[config.mk]
export PLATFORM = sky130hd
export DESIGN_NAME = knife_spawn_scheduler
export DESIGN_NICKNAME = d
export VERILOG_FILES = /design/src/rtl/knife_spawn_scheduler.sv
export SDC_FILE = /design/constraint.sdc
export NUM_CORES = 1
export LEC_CHECK = 0
export CAP_MARGIN = 30
export CORE_MARGIN = 2
export CORE_UTILIZATION = 45
export DETAILED_ROUTE_END_ITERATION = 16
export GPL_TIMING_DRIVEN = 1
export PLACE_DENSITY = 0.75
export SYNTH_ARGS = -nofsm -noshare
export SYNTH_HDL_FRONTEND = slang
export SYNTH_SLANG_ARGS = --single-unit
[constraint.sdc]
create_clock -name clk -period 5 [get_ports clk]
set_clock_uncertainty 0.1 [all_clocks]
set_input_delay 1.5 -clock clk [delete_from_list [all_inputs] [get_ports clk]]
set_output_delay 1.5 -clock clk [all_outputs]
set_load 0.02 [all_outputs]
[src/rtl/knife_spawn_scheduler.sv]
// knife_spawn_scheduler
// Game-level scheduler for the falling-knife playfield. It divides the
// clock into game frames, advances the knives on unfrozen frames, turns
// spawn requests into one knife load per frame, runs the freeze power-up
// and keeps the score. All outputs come straight from registers.
module knife_spawn_scheduler #(
    parameter int TICK_DIV      = 250,
    parameter int FREEZE_FRAMES = 16
) (
    input  logic        clk,
    input  logic        rst_n,
    input  logic        start,
    input  logic        hit,
    input  logic        freeze_req,
    input  logic        spawn_req,
    input  logic [15:0] slot_busy,
    input  logic [4:0]  lfsr,
    output logic        tick,
    output logic        spawn_valid,
    output logic [3:0]  spawn_slot,
    output logic [4:0]  spawn_col,
    output logic        spawn_drop,
    output logic        freeze_active,
    output logic [1:0]  game_state,
    output logic [9:0]  score
);

    localparam int PW = (TICK_DIV > 1) ? $clog2(TICK_DIV) : 1;
    localparam int FW = (FREEZE_FRAMES > 0) ? $clog2(FREEZE_FRAMES + 1) : 1;

    localparam logic [PW-1:0] PRE_LAST  = PW'(TICK_DIV - 1);
    localparam logic [FW-1:0] FRZ_LOAD  = FW'(FREEZE_FRAMES);
    localparam logic [9:0]    SCORE_MAX = 10'd1023;

    localparam logic [1:0] ST_IDLE = 2'd0;
    localparam logic [1:0] ST_RUN  = 2'd1;
    localparam logic [1:0] ST_OVER = 2'd2;

    // Lowest-index free slot; slot 0 is preferred so the pool fills from the bottom.
    function automatic logic [3:0] first_free(input logic [15:0] busy);
        logic [3:0] idx;
        idx = 4'd0;
        for (int i = 15; i >= 0; i--) begin
            if (!busy[i]) begin
                idx = 4'(i);
            end else begin
                idx = idx;
            end
        end
        return idx;
    endfunction

    logic [1:0]    state_q, state_d;
    logic [PW-1:0] pre_q, pre_d;
    logic [FW-1:0] frz_cnt_q, frz_cnt_d;
    logic          frz_act_q, frz_act_d;
    logic          pend_q, pend_d;
    logic          tick_q, tick_d;
    logic          sv_q, sv_d;
    logic [3:0]    slot_q, slot_d;
    logic [4:0]    col_q, col_d;
    logic          drop_q, drop_d;
    logic [9:0]    score_q, score_d;

    logic run_s;
    logic frame_s;
    logic end_s;
    logic svc_s;
    logic full_s;

    // Frame strobe and service qualifiers shared by the next-state logic.
    always_comb begin
        run_s   = (state_q == ST_RUN);
        frame_s = run_s && (pre_q == PRE_LAST);
        end_s   = run_s && hit;
        svc_s   = frame_s && !hit && pend_q;
        full_s  = (slot_busy == 16'hFFFF);
    end

    // Game state machine; the unused encoding falls back to IDLE.
    always_comb begin
        state_d = state_q;
        case (state_q)
            ST_IDLE: begin
                if (start) state_d = ST_RUN;
                else       state_d = ST_IDLE;
            end
            ST_RUN: begin
                if (hit) state_d = ST_OVER;
                else     state_d = ST_RUN;
            end
            ST_OVER: begin
                if (start) state_d = ST_IDLE;
                else       state_d = ST_OVER;
            end
            default: state_d = ST_IDLE;
        endcase
    end

    // Frame prescaler: counts only while running, parks at zero when the game ends.
    always_comb begin
        pre_d = pre_q;
        if (!run_s || frame_s || hit) begin
            pre_d = {PW{1'b0}};
        end else begin
            pre_d = pre_q + PW'(1);
        end
    end

    // Freeze power-up: one-shot load, counts frames down, drops one clock after reaching zero.
    always_comb begin
        frz_act_d = frz_act_q;
        frz_cnt_d = frz_cnt_q;
        if (!run_s || hit) begin
            frz_act_d = 1'b0;
            frz_cnt_d = {FW{1'b0}};
        end else if (frz_act_q) begin
            if (frz_cnt_q == {FW{1'b0}}) begin
                frz_act_d = 1'b0;
            end else if (frame_s) begin
                frz_cnt_d = frz_cnt_q - FW'(1);
            end else begin
                frz_cnt_d = frz_cnt_q;
            end
        end else if (freeze_req) begin
            frz_act_d = 1'b1;
            frz_cnt_d = FRZ_LOAD;
        end else begin
            frz_act_d = frz_act_q;
        end
    end

    // Spawn pending flag: collapses all requests between frames into one service.
    always_comb begin
        pend_d = pend_q;
        if (!run_s || hit) begin
            pend_d = 1'b0;
        end else if (frame_s) begin
            // A request landing on the frame cycle itself waits for the next frame.
            pend_d = spawn_req;
        end else begin
            pend_d = pend_q | spawn_req;
        end
    end

    // Pulse outputs and the spawn payload captured on the servicing frame.
    always_comb begin
        tick_d = frame_s && !hit && !frz_act_q;
        sv_d   = svc_s && !full_s;
        drop_d = svc_s && full_s;
        if (svc_s && !full_s) begin
            slot_d = first_free(slot_busy);
            col_d  = lfsr;
        end else begin
            slot_d = slot_q;
            col_d  = col_q;
        end
    end

    // Score: cleared when a game starts, one point per advance, saturating.
    always_comb begin
        score_d = score_q;
        if ((state_q == ST_IDLE) && start) begin
            score_d = 10'd0;
        end else if (tick_q && (score_q != SCORE_MAX)) begin
            score_d = score_q + 10'd1;
        end else begin
            score_d = score_q;
        end
    end

    // State register bank with asynchronous clear.
    always_ff @(posedge clk or negedge rst_n) begin
        if (!rst_n) begin
            state_q   <= ST_IDLE;
            pre_q     <= {PW{1'b0}};
            frz_cnt_q <= {FW{1'b0}};
            frz_act_q <= 1'b0;
            pend_q    <= 1'b0;
            tick_q    <= 1'b0;
            sv_q      <= 1'b0;
            slot_q    <= 4'd0;
            col_q     <= 5'd0;
            drop_q    <= 1'b0;
            score_q   <= 10'd0;
        end else begin
            state_q   <= state_d;
            pre_q     <= pre_d;
            frz_cnt_q <= frz_cnt_d;
            frz_act_q <= frz_act_d;
            pend_q    <= pend_d;
            tick_q    <= tick_d;
            sv_q      <= sv_d;
            slot_q    <= slot_d;
            col_q     <= col_d;
            drop_q    <= drop_d;
            score_q   <= score_d;
        end
    end

    assign tick          = tick_q;
    assign spawn_valid   = sv_q;
    assign spawn_slot    = slot_q;
    assign spawn_col     = col_q;
    assign spawn_drop    = drop_q;
    assign freeze_active = frz_act_q;
    assign game_state    = state_q;
    assign score         = score_q;

endmodule

Word level (Yosys, flattened, before mapping)

Index checks and enable logic that the tools add are counted.

Register bits: 39
Input bits: 27
Output and inout bits: 25
Word-level logic and storage cells: 76

$add $sub $neg: 3
Equality and inequality tests: 7
Muxes and demuxes: 34
Bitwise gates (word level): 1
Reductions and logical operators: 20

Operators with widths:

| operator                | count |
|---|---|
| $mux W4                 | 16 |
| $mux W5                 | 5 |
| $mux W10                | 2 |
| $eq A16 B16 Y1 const B  | 1 |
| $add A10 B1 Y10 const B | 1 |
| $ne A10 B10 Y1 const B  | 1 |
| $add A8 B1 Y8 const B   | 1 |
| $eq A8 B8 Y1 const B    | 1 |
| $logic_and A1 B1 Y1     | 8 |
| $mux W8                 | 1 |
| $mux W1                 | 7 |
| $pmux W2 S3             | 1 |
| $logic_not A5 Y1        | 1 |
| $sub A5 B1 Y5 const B   | 1 |
| $logic_not A1 Y1        | 4 |
| $mux W2                 | 2 |
| $logic_or A1 B1 Y1      | 3 |
| $ne A3 B1 Y1 const B    | 1 |
| $ne A3 B3 Y1 const B    | 1 |
| $reduce_and A3 Y1       | 1 |
| $reduce_bool A3 Y1      | 1 |
| $eq A2 B1 Y1 const B    | 1 |
| $eq A2 B2 Y1 const B    | 1 |
| $logic_not A2 Y1        | 1 |
| 2 further kinds         | 2 |

Longest topological paths before layout

Depth after elaboration: 16
Gate-level depth with buffers: 7
Gate-level depth less buffers: 7

Worst setup path after synthesis

Ideal clock, no wire load.

Path kind: in2reg
Start: in hit
End: reg col_q[0], in the netlist spawn_col[0]
Library setup time: 0.125 ns
Data arrival time: 2.583 ns
Required time: 4.775 ns
Path slack: 2.192 ns
Cell stages on the path: 4
Buffers on the path: 0
Cell sequence: nor3b_2 -> nand2_1 -> nor3_4 -> mux2_2

Longest elaborated chain between the ends: 4

Ends and longest elaborated chain:

| element                          | line | source |
|---|---|---|
| from (decl)                      | 13   | `input logic hit,` |
| $logic_not A1 Y1                 | 76   | `svc_s = frame_s && !hit && pend_q;` |
| $logic_and A1 B1 Y1 (2 in a row) | 76   |  |
| $logic_and A1 B1 Y1              | n/a  |  |
| net sv_d                         | 59   | `logic sv_q, sv_d;` |
| to (signal assigned)             | 195  | `col_q <= col_d;` |
| to (decl)                        | 61   | `logic [4:0] col_q, col_d;` |

The timed path passes the listed nets, and every way through them passes these cells.
A chain may end at the register's enable or synchronous reset.

Final worst setup path

Start: in hit
End: reg col_q[4], in the netlist spawn_col[4]

The elaborated chain is that of the path after synthesis.

==> results_dict.tcl <==
set metrics [dict create \
    seqPwrFrac 0.503 \
    mostFrequentLayoutCell "clkdlybuf4s50_1" \
    seq_area_um2 975.9 \
    finalSetupViolCount 0 \
    vias_per_cell 5.291 \
    hold_viol 0 \
    dp_hpwl_mm 2.965 \
    start_util 0.4578 \
    row_count 24 \
    post_drt_wl_per_cell_um 12.83 \
    hold_class "reg2reg" \
    tritoncts "done" \
    grt_pass1_vias 1563 \
    drt_iter0_drc 92 \
    grt_antenna_before_repair 0 \
    whs_ps 411.0 \
    placedCellCount 301 \
    synthXorXnorAreaFrac 0.05347 \
    cts-resized-gates 0 \
    synth_nets 231 \
    layout_common_cells "clkdlybuf4s50_1 (50), dfrtp_1 (39), nand2_1 (20)" \
    drive_gt1_frac 0.09339 \
    vias 1635 \
    drv_slew 0 \
    yosysWarnings 0 \
    ant_nets 0 \
    stdcell_count 309 \
    cts.sinks 39 \
    status "completed" \
    worstMarginPinSlew_ps 853.9 \
    syn_avg_cell_area_um2 9.878 \
    path_max_fanout 10 \
    synth_seq_cells 39 \
    gr-total-overflow 0 \
    r2r_start "game_state[1]$_DFF_PN0_" \
    p_leak_nw 1.156 \
    rrSetupSlack_ps 3000 \
    crit_required_ps 5080 \
    period_share 0.6365 \
    finalSetupTns_ps 0 \
    ys_seq_area_frac 0.4965 \
    netlist_area_um2 1966 \
    startpoint_type "primary input" \
    hold_path_end "spawn_col[2]$_DFFE_PN0P_" \
    grt_pass1_wl_mm 6.996 \
    rr_worst_depth 4 \
    routed_wl_mm 3.966 \
    nets 288 \
    p_total_mw 0.7100 \
    die_h_um 70.09 \
    ir_drop_v 0.0001340 \
    holdPathStages 1 \
    grtUsageTotal 0.1778 \
    die_w_um 70.09 \
    antenna_cells 0 \
    drc 0 \
    fmax_mhz 314.2 \
    critPathCaptureType "register" \
    synth_top_area_frac 0.4965 \
    timing.rr.end "spawn_col[4]$_DFFE_PN0P_" \
    synth-edff-count 0 \
    synthAdderAreaFrac 0.03183 \
    swShare 0.2979 \
    fin_crit_ps 3182 \
    multi_input_area_um2 948.4 \
    worstHoldStart "spawn_col[2]$_DFFE_PN0P_" \
    io_buffers 51 \
    critical_path_arrival_ps 3260 \
    synth_compound_area_frac 0.08466 \
    synthArstFlopShare 1.000 \
    h-tree-depth 2 \
    ctsLongestPathBuffers 2 \
    p_per_area_nw_per_um2 270.5 \
    rsz0062_at_grt "no" \
    synth_top_family_by_area "simple AND/OR/NAND/NOR gates" \
    cts-buffers-inserted 5 \
    internal_power_mw 0.4985 \
    netlist_top_cells_area "dfrtp_1 (50%), xor2_1 (4.5%), nand2_1 (3.8%)" \
    synth_top_cell_by_area "dfrtp_1" \
    clock_latency_ps 300 \
    finish.utilization 0.6113 \
    critical_path_class "in2reg" \
    clkPwrFrac 0.298 \
    cap_violations 0 \
    slew_headroom 0.4308 \
    fillers 384 \
    clk_root_buffer_cell "clkbuf_8" \
    drtPass1Iterations 4 \
    cts_setup_buffers 0 \
    synth-main-ff-cell "dfrtp_1" \
    synth_cells 199 \
    die_area_um2 4913 \
    ios 52 \
    gp_congestion 0.8023 \
    switchingPower_mw 0.2115 \
    grt_max_degree 40 \
    ys_types 38 \
    p_comb_frac 0.198 \
    synthMuxAreaShare 0.03374 \
    synthSimpleGateAreaFrac 0.2788 \
    coreArea_um2 4294 \
    cts_hold_buf 0 \
    syn2layout_area_growth_pct 33.55 \
    clk_pin_slew_ps 70 \
]
## flip-flops by register name, indices dropped and copies added (netlist names), 2 cells and up
name / count
game_state: 2
score: 10
pre_q: 8
frz_cnt_q: 5
spawn_slot: 4
spawn_col: 5
## worst max path at each step
stage / startpoint / end / slack, ps / cells after the start
6_report: hit / spawn_col[4]$_DFFE_PN0P_ / 1820 / 5
4_1_cts: hit / spawn_col[4]$_DFFE_PN0P_ / 1810 / 5
3_3_place_gp: hit / spawn_col[3]$_DFFE_PN0P_ / 1540 / 5
5_1_grt: hit / spawn_col[3]$_DFFE_PN0P_ / 1660 / 5
3_5_place_dp: hit / spawn_col[4]$_DFFE_PN0P_ / 1480 / 5
2_1_floorplan: hit / spawn_col[0]$_DFFE_PN0P_ / 2190 / 4
## cells in the mapped netlist (2+ instances only)
master    instances
a21oi_1           9
a31oi_1           5
and2_1            2
and3_1            5
and4_1            3
clkbuf_1          2
dfrtp_1          39
ha_1              5
inv_1             9
mux2_2            5
nand2_1          20
nand2b_1          5
nand3_1          11
nand4_1           9
nor2_1           19
nor3_1            4
nor3b_1           3
o211ai_1          2
o21ai_0          10
or2_2             3
or3_1             2
xnor2_1           2
xor2_1           10
## cells by family (layout without fill, tap and decap cells)
family          count (synthesis)  count (layout)
simple gates                   97              97
fa+ha+maj                       5               5
xor+xnor                       12              12
mux                             6               6
compound gates                 29              29
buf+inv                        11              69
flops                          39              39
## worst max-delay path: stages
cell             delay, ps
clkdlybuf4s50_1        440
nor3b_2                350
nand2_1                170
nor3_4                 410
mux2_2                 390
## through the flow
stage | setup WS [ps] | area [um^2]
after floorplan | 2192 | 1966
after global placement | 1540 | 2536
after detailed placement | 1484 | 2536
after CTS | 1814 | 2625
after global routing | 1658 | 2625
final | 1818 | 2625
## power by group through the flow
stage	Sequential, mW	Clock (mW)	Combinational (mW)
after floorplan	0.369	0	0.0659
after global placement	0.363	0	0.141
final	0.357	0.212	0.141
after global routing	0.361	0.233	0.160
after CTS	0.357	0.220	0.143
after detailed placement	0.363	0	0.143
## area by class of cell
type                    count  share of cell area
well taps                  52             0.02479
clock buffers               5             0.02622
repair buffers             52              0.1954
inverters                   9             0.01287
clock inverters             3            0.007626
multi-input cells         149              0.3613
flip-flops and latches     39              0.3718
## metal layers
metal,part of all wire,vias up,global-route usage
met5,0,-,0
met4,0.0078,0,0.05342
met3,0.061,4,0.05916
met2,0.45,46,0.2751
met1,0.48,764,0.2379
li1,-,821,-
Note: power is estimated with default switching activity, not from simulation.
